File: src/rtl/multdiv_controller.sv
// -----------------------------------------------------------------------------
// multdiv_controller
//
// Sequencing FSM for an iterative shift-add multiplier / shift-subtract
// divider. It accepts a MULT or DIV issue pulse, loads the datapath for one
// cycle, steps it N_STEPS times, and then presents a one-cycle result-ready
// strobe with an exception flag.
//
// Optional feature (macro MD_EARLY_TERM_EN):
//   When defined, a multiply leaves RUN as soon as the datapath reports that
//   the remaining multiplier bits are all zero. When undefined, mplier_zero is
//   ignored and every multiply takes the full N_STEPS iterations.
//
// Parameters:
//   N_STEPS        datapath iterations per operation (1..32)
//
// Ports:
//   clock          in   sole clock, rising edge
//   reset          in   asynchronous active-high reset
//   ctrl_MULT      in   issue multiply (wins over ctrl_DIV)
//   ctrl_DIV       in   issue divide
//   flush          in   kill the in-flight operation (wins over ctrl)
//   divisor_zero   in   latched divisor is zero
//   mplier_zero    in   remaining multiplier bits are zero
//   ovf_in         in   product overflows 32 bits
//   dp_load        out  datapath load / clear accumulators
//   dp_step        out  datapath performs one iteration
//   dp_isDiv       out  datapath mode: 1 divide, 0 multiply
//   step_count     out  current iteration index (0 outside RUN)
//   data_inProg    out  operation in flight (LOAD or RUN)
//   data_resultRDY out  result valid this cycle
//   data_exception out  divide-by-zero / multiply overflow, with resultRDY
// -----------------------------------------------------------------------------
module multdiv_controller #(
    parameter int N_STEPS = 32
) (
    input  logic       clock,
    input  logic       reset,
    input  logic       ctrl_MULT,
    input  logic       ctrl_DIV,
    input  logic       flush,
    input  logic       divisor_zero,
    input  logic       mplier_zero,
    input  logic       ovf_in,
    output logic       dp_load,
    output logic       dp_step,
    output logic       dp_isDiv,
    output logic [4:0] step_count,
    output logic       data_inProg,
    output logic       data_resultRDY,
    output logic       data_exception
);

    typedef enum logic [1:0] {
        ST_IDLE = 2'd0,
        ST_LOAD = 2'd1,
        ST_RUN  = 2'd2,
        ST_DONE = 2'd3
    } state_t;

    localparam logic [4:0] LAST_STEP = 5'(N_STEPS - 1);

    state_t     state_q, state_d;
    logic [4:0] step_q,  step_d;
    logic       isdiv_q, isdiv_d;
    logic       exc_q,   exc_d;
    logic       early_term_s;

`ifdef MD_EARLY_TERM_EN
    // A multiply may stop once no multiplier bits remain to be processed.
    assign early_term_s = ~isdiv_q & mplier_zero;
`else
    // mplier_zero is deliberately ignored: multiplies always run every step.
    assign early_term_s = 1'b0 & mplier_zero;
`endif

    // State, counter, mode and exception registers.
    always_ff @(posedge clock or posedge reset) begin
        if (reset) begin
            state_q <= ST_IDLE;
            step_q  <= 5'd0;
            isdiv_q <= 1'b0;
            exc_q   <= 1'b0;
        end else begin
            state_q <= state_d;
            step_q  <= step_d;
            isdiv_q <= isdiv_d;
            exc_q   <= exc_d;
        end
    end

    // Next-state logic. Flush beats any issue; an issue is accepted in every
    // state, which restarts (aborts) an operation still in LOAD or RUN.
    always_comb begin
        state_d = state_q;
        step_d  = 5'd0;
        isdiv_d = isdiv_q;
        exc_d   = exc_q;
        if (flush) begin
            state_d = ST_IDLE;
            exc_d   = 1'b0;
        end else if (ctrl_MULT || ctrl_DIV) begin
            state_d = ST_LOAD;
            isdiv_d = ~ctrl_MULT;
            exc_d   = 1'b0;
        end else begin
            case (state_q)
                ST_IDLE: begin
                    state_d = ST_IDLE;
                end
                ST_LOAD: begin
                    if (isdiv_q && divisor_zero) begin
                        // Divide by zero: skip iterating, report at once.
                        state_d = ST_DONE;
                        exc_d   = 1'b1;
                    end else begin
                        state_d = ST_RUN;
                    end
                end
                ST_RUN: begin
                    if (early_term_s || (step_q == LAST_STEP)) begin
                        state_d = ST_DONE;
                        // Only multiplies can overflow; divide exceptions
                        // come solely from the divisor_zero path above.
                        exc_d   = isdiv_q ? 1'b0 : ovf_in;
                    end else begin
                        state_d = ST_RUN;
                        step_d  = step_q + 5'd1;
                    end
                end
                ST_DONE: begin
                    state_d = ST_IDLE;
                end
                default: begin
                    state_d = ST_IDLE;
                    exc_d   = 1'b0;
                end
            endcase
        end
    end

    // Outputs are pure decodes of the registered state and counter.
    assign dp_load        = (state_q == ST_LOAD);
    assign dp_step        = (state_q == ST_RUN);
    assign dp_isDiv       = isdiv_q;
    assign step_count     = step_q;
    assign data_inProg    = (state_q == ST_LOAD) || (state_q == ST_RUN);
    assign data_resultRDY = (state_q == ST_DONE);
    assign data_exception = (state_q == ST_DONE) && exc_q;

endmodule

File: config.mk
export PLATFORM = sky130hd
export DESIGN_NAME = multdiv_controller
export DESIGN_NICKNAME = d
export VERILOG_FILES = /design/src/rtl/multdiv_controller.sv
export SDC_FILE = /design/constraint.sdc
export NUM_CORES = 1
export LEC_CHECK = 0
export ABC_AREA = 1
export CORE_MARGIN = 2
export CORE_UTILIZATION = 30
export DETAILED_ROUTE_END_ITERATION = 6
export PLACE_DENSITY = 0.63
export REMOVE_ABC_BUFFERS = 1
export SLEW_MARGIN = 10
export SYNTH_ARGS = -nofsm -noshare
export SYNTH_HDL_FRONTEND = slang
export SYNTH_SLANG_ARGS = --single-unit
File: constraint.sdc
create_clock -name clock -period 2.2 [get_ports clock]
set_clock_uncertainty 0.15 [all_clocks]
set_input_delay 0.22 -clock clock [delete_from_list [all_inputs] [get_ports clock]]
set_output_delay 0.22 -clock clock [all_outputs]
set_load 0.02 [all_outputs]
==> run_results.csv, run 1 <==
group,metric,value,unit
cells_and_area,register_area,225.2,um2
setup_path,cp.required,1.83,ns
pwr,p_seq_share,49.4,%
grt,grt_remaining_overflow,0,
timing,maxSlewViolCount,0,
setup_path,startpoint_type,"flip-flop",
grt,track_usage,10.17,%
setup_path,rr_startpoint,"step_count[0]$_DFF_PP0_",
pwr,ir_worst_vdd,0.2690,mV
synthesis,post_synth.cell_area_avg,8.978,um2
floorplan,core_area,1559,um2
pwr,p_leak,0.3459,nW
timing,worst_slew_pin_slew,0.3457,ns
routing,totalWireLength,863,um
timing,hold_viol_final,0,
pwr,power.density,482.1,nW/um2
routing,via_per_inst,4.500,
timing,max_slew_margin,76.93,%
clock_network,clockBufferDepth,2,
timing,rsz0062_at_grt,"no",
pwr,fin_total_pwr,0.3511,mW
setup_path,crit_path_start,"state_q[0]$_DFF_PP0_",
setup_path,reg2reg_slack,0.68,ns
floorplan,die-area,2052,um2
synthesis,ys_warn_count,0,
synthesis,yosys.area_share.simple,25.92,%
cells_and_area,area_delta_synth_final,42.30,%
setup_path,endpoint_kind,"primary output",
grt,antenna_found_initial,0,
cells_and_area,diodes,0,
floorplan,placementRows,14,
floorplan,die_h,45.30,um
synthesis,synth_compound_area_share,5.868,%
clock_network,cts_setup_buffers,0,
cells_and_area,fin_cells,94,
timing,fmax,0.5015,GHz
setup_path,r2r_cells,8,
clock_network,postCtsHoldBufs,0,
floorplan,die_w,45.30,um
routing,wire_per_inst,9.181,um
clock_network,insertion_delay,0.26,ns
setup_path,worstPathArrival,1.62,ns
cells_and_area,final_util,46.71,%
placed_design,dpl_cell_area,701.9,um2
clock_network,cts_tree,"built",
pwr,switching_share,24.30,%
cells_and_area,final_cell_mix,"clkdlybuf4s50_1 (17), inv_1 (13), dfrtp_1 (9)",
cells_and_area,nets,92,
run,maxCapViolations,0,
synthesis,synthTopCellsByArea,"dfrtp_1 (44%), ha_1 (12%), inv_1 (9.5%)",
min_path,worstHoldPathType,"in -> async",
setup_path,worstPathMaxFanout,3,
pwr,clkPwrFrac,35.3,%
timing,fin_crit,1.994,ns
cells_and_area,fillers,164,
setup_path,crit_type,"reg -> out",
pwr,intPower,0.2657,mW
timing,finalSetupViolCount,0,
routing,vias,423,
synthesis,syn_area,511.7,um2
clock_network,cts_made_buffers,3,
grt,grt_pass1_wl,1414,um
routing,ant_nets,0,
cells_and_area,multi_input_area,234.0,um2
clock_network,clkSlewWorstSetupHoldPaths,0.06,ns
clock_network,cts_root_buf,"clkbuf_4",
placed_design,hpwlAfterDp,741.6,um
cells_and_area,final_cell_area,728.2,um2
synthesis,ys_ff_latch,9,
status,status,"complete, no violations",
synthesis,synth.yosys.seq_area_share,44.01,%
grt,first_global_vias,384,
pwr,p_switching,0.08532,mW
synthesis,synth_xor_area_share,1.711,%
setup_path,r2r_end,"exc_q$_DFFE_PP0P_",
synthesis,yosysTopAreaCellShare,44.01,%
synthesis,synthAdderAreaFrac,12.22,%
floorplan,pin_count,19,
timing,finalSetupTns,0,ns
routing,first_pass_iters,3,
placed_design,place_inst,90,
floorplan,start_util,32.83,%
synthesis,synth.largest_area_cell,"dfrtp_1",
synthesis,syn-instance-count,57,
placed_design,place.port_buffers,17,
synthesis,synth.mux.area_fraction,0,%
timing,period_share,90.64,%
cells_and_area,drive_gt1_share,12.82,%
grt,grt_max_degree,10,
cells_and_area,final_common_cell,"clkdlybuf4s50_1",
clock_network,cts_sinks,9,
pwr,share_comb_of_total_power,15.3,%
synthesis,ys_types,17,
clock_network,post_cts_resized,0,
clock_network,htree_num_levels,1,
routing,drt_iter0_drc,8,
placed_design,gp_congestion,0.7202,
synthesis,synth_top_family_by_area,"simple AND/OR/NAND/NOR gates",
routing,route.detailed.drc,0,
==> worst max path at each step <==
| stage | endpoint | slack, ns | depth (start not counted) |
|---|---|---|---|
| 6_report | data_inProg | 0.21 | 4 |
| 5_1_grt | dp_step | 0.12 | 3 |
| 4_1_cts | data_inProg | 0.18 | 4 |
| 3_5_place_dp | data_inProg | 0.47 | 4 |
| 3_3_place_gp | data_inProg | 0.49 | 4 |
| 2_1_floorplan | exc_q$_DFFE_PP0P_ | 0.65 | 8 |
==> stage by stage <==
| stage | hold WS [ns] | setup WS [ns] |
|---|---|---|
| floorplan | -0.1021 | 0.6545 |
| global route | 0.09841 | 0.1238 |
| CTS | 0.08093 | 0.1847 |
| global placement | 0.3153 | 0.4859 |
| finish | 0.07388 | 0.2060 |
| detailed placement | 0.3149 | 0.4691 |
==> power by group through the flow <==
stage | Sequential [mW] | Combinational [mW] | Clock [mW]
after floorplan | 0.179 | 0.0244 | 0
after global placement | 0.177 | 0.0540 | 0
after detailed placement | 0.177 | 0.0551 | 0
after CTS | 0.173 | 0.0551 | 0.132
after global routing | 0.174 | 0.0591 | 0.141
final | 0.173 | 0.0538 | 0.124
==> layer usage <==
metal | global-route usage (%) | vias to the layer above | share of wire, %
li1 | - | 222 | -
met1 | 9.630 | 188 | 43
met2 | 17.14 | 11 | 50
met3 | 6.000 | 2 | 6.3
met4 | 5.294 | 0 | 1.2
met5 | 0 | - | 0
==> cell type report <==
class                           count  share of cell area (%)
Clock buffer                        4                   3.608
Sequential cell                     9                   30.93
Tap cell                           16                   2.749
Timing Repair Buffer               17                   23.37
Multi-Input combinational cell     34                   32.13
Inverter                           14                   7.216
==> flip-flops by register name, indices dropped and copies added, names as in the netlist <==
signal / flops
step_count: 5
dp_isDiv: 1
exc_q: 1
state_q: 2
==> cell usage after synthesis <==
cell     number
nand3_4       1
ha_1          5
nand3_1       3
nor2_4        2
xor2_1        1
o21ai_0       1
a31oi_1       1
nand4_1       1
a21oi_1       2
o21ai_2       1
nor2_1        7
inv_2         1
nand2_2       1
nor3b_2       1
inv_1        13
nand2_1       7
dfrtp_1       9
==> critical path, stage by stage (launching register included) <==
cell,delay (ns)
dfrtp_1,0.37
inv_1,0.05
ha_1,0.30
inv_1,0.06
clkdlybuf4s50_1,0.59
==> kinds of logic after synthesis <==
group / Yosys count
xor+xnor: 1
compound gates: 5
simple gates: 23
flops: 9
buf+inv: 14
fa+ha+maj: 5
Power figures use the tool's default switching activity.
==> run 2: changes to the inputs <==
--- a/config.mk
+++ b/config.mk
@@ -6,12 +6,15 @@
 export NUM_CORES = 1
 export LEC_CHECK = 0
 export ABC_AREA = 1
+export CAP_MARGIN = 20
+export CELL_PAD_IN_SITES_DETAIL_PLACEMENT = 0
+export CELL_PAD_IN_SITES_GLOBAL_PLACEMENT = 1
 export CORE_MARGIN = 2
 export CORE_UTILIZATION = 30
 export DETAILED_ROUTE_END_ITERATION = 6
-export PLACE_DENSITY = 0.63
+export PLACE_DENSITY = 0.8
 export REMOVE_ABC_BUFFERS = 1
-export SLEW_MARGIN = 10
+export SLEW_MARGIN = 15
 export SYNTH_ARGS = -nofsm -noshare
 export SYNTH_HDL_FRONTEND = slang
 export SYNTH_SLANG_ARGS = --single-unit
==> run 2 against run 1 <==
Against the previous run:
- non-clock buffer count did not move
- critical path depth did not move
- global-route usage rose by 2.1 points
- worst hold slack improved by 0.0022 ns
- sequential share of layout area did not move
- flip-flop and latch count did not move
- count of clock-buffer cells in the layout did not move
- final cell count did not move
- critical endpoint unchanged
- highest routed layer unchanged
==> run_results.csv, run 2 (synthesis gave the netlist of run 1 again) <==
group,metric,value,unit
routing,drt_iter0_drc,1,
clock_network,cts_made_buffers,3,
clock_network,cts_tree,"built",
cells_and_area,final_util,46.71,%
cells_and_area,largest_reg_flops,5,
timing,maxSlewViolCount,0,
routing,vias,412,
setup_path,cp.required,1.83,ns
pwr,p_leak,0.3459,nW
status,status,"complete, no violations",
floorplan,die-area,2052,um2
floorplan,start_util,32.83,%
grt,grt_max_degree,10,
clock_network,clkSlewWorstSetupHoldPaths,0.06,ns
clock_network,cts_root_buf,"clkbuf_4",
cells_and_area,final_common_cell,"clkdlybuf4s50_1",
clock_network,cts_setup_buffers,0,
placed_design,hpwlAfterDp,761.3,um
setup_path,slowest_delay,0.59,ns
floorplan,die_w,45.30,um
timing,fin_crit,2.001,ns
clock_network,clockBufferDepth,2,
timing,period_share,90.96,%
setup_path,crit_path_cell_trace,"inv_1 -> ha_1 -> inv_1 -> clkdlybuf4s50_1",
setup_path,endpoint_kind,"primary output",
timing,rsz0062_at_grt,"no",
routing,via_per_inst,4.383,
grt,first_global_vias,368,
floorplan,core_area,1559,um2
setup_path,slowest_stage,"clkdlybuf4s50_1",
clock_network,cts_sinks,9,
routing,totalWireLength,934,um
placed_design,place.port_buffers,17,
routing,wire_per_inst,9.936,um
cells_and_area,fin_cells,94,
grt,grt_pass1_wl,1621,um
pwr,power.density,487.6,nW/um2
grt,grt_use_met2,16.00,%
timing,finalSetupTns,0,ns
timing,hold_viol_final,0,
setup_path,reg2reg_slack,0.68,ns
grt,use_met3,4.800,%
grt,use_met1,16.17,%
pwr,ir_worst_vdd,0.2220,mV
setup_path,crit_type,"reg -> out",
clock_network,post_cts_resized,0,
timing,finalSetupViolCount,0,
setup_path,worstPathMaxFanout,3,
grt,antenna_found_initial,0,
setup_path,startpoint_type,"flip-flop",
timing,fmax,0.4997,GHz
min_path,worstHoldPathType,"in -> async",
timing,max_slew_margin,76.17,%
grt,busiest_layer,"met1",
clock_network,postCtsHoldBufs,0,
routing,ant_nets,0,
cells_and_area,diodes,0,
cells_and_area,area_delta_synth_final,42.30,%
run,maxCapViolations,0,
floorplan,die_h,45.30,um
routing,route.detailed.drc,0,
setup_path,crit_family,"buffers and inverters",
setup_path,critPathBufInv,3,
cells_and_area,nets,92,
grt,track_usage,12.26,%
setup_path,crit_top_cell,"inv_1",
floorplan,placementRows,14,
clock_network,htree_num_levels,1,
setup_path,worstPathArrival,1.63,ns
cells_and_area,drive_gt1_share,12.82,%
timing,whs,0.07610,ns
clock_network,insertion_delay,0.26,ns
timing,worst_slew_pin_slew,0.3571,ns
pwr,fin_total_pwr,0.3551,mW
cells_and_area,final_cell_mix,"clkdlybuf4s50_1 (17), inv_1 (13), dfrtp_1 (9)",
placed_design,gp_congestion,0.6890,
placed_design,place_inst,90,
grt,grt_remaining_overflow,0,
routing,first_pass_iters,4,
floorplan,pin_count,19,
-- run 2: metrics by stage --
step,cell area [um2],setup WS [ns]
4_1_cts,728.2,0.1901
2_1_floorplan,511.7,0.6545
3_3_place_gp,701.9,0.4866
6_report,728.2,0.1989
5_1_grt,728.2,0.1297
3_5_place_dp,701.9,0.4785
-- run 2: cell type report --
cell class,count,area (um2)
tap,16,20.02
multi-input combinational,34,234.0
inverter,14,52.55
timing repair buffer,17,170.2
clock buffer,4,26.28
fill,160,830.8
sequential,9,225.2
-- run 2: worst paths after layout --
| check | startpoint | endpoint | depth (start not counted) |
|---|---|---|---|
| worst max-delay path | state_q[0]$_DFF_PP0_ | data_inProg | 4 |
| worst min-delay path | reset | exc_q$_DFFE_PP0P_ | 2 |
| worst max register to register | step_count[0]$_DFF_PP0_ | step_count[2]$_DFF_PP0_ | 7 |
| worst min register to register | exc_q$_DFFE_PP0P_ | exc_q$_DFFE_PP0P_ | 2 |
| max in group asynchronous | reset | step_count[1]$_DFF_PP0_ | 2 |
| min in group clock | exc_q$_DFFE_PP0P_ | exc_q$_DFFE_PP0P_ | 2 |
-- run 2: power by group --
part	switching [mW]	total, mW	internal, mW
Clock	0.0574	0.127	0.0698
Sequential	0.00396	0.174	0.170
Combinational	0.0280	0.0543	0.0263
Total	0.0893	0.355	0.266
-- run 2: metal layers --
metal  wire, um  vias to the layer above
met4         15                        0
met3         33                        2
met1        441                      185
met2        443                        9
li1           -                      216
met5          0                        -
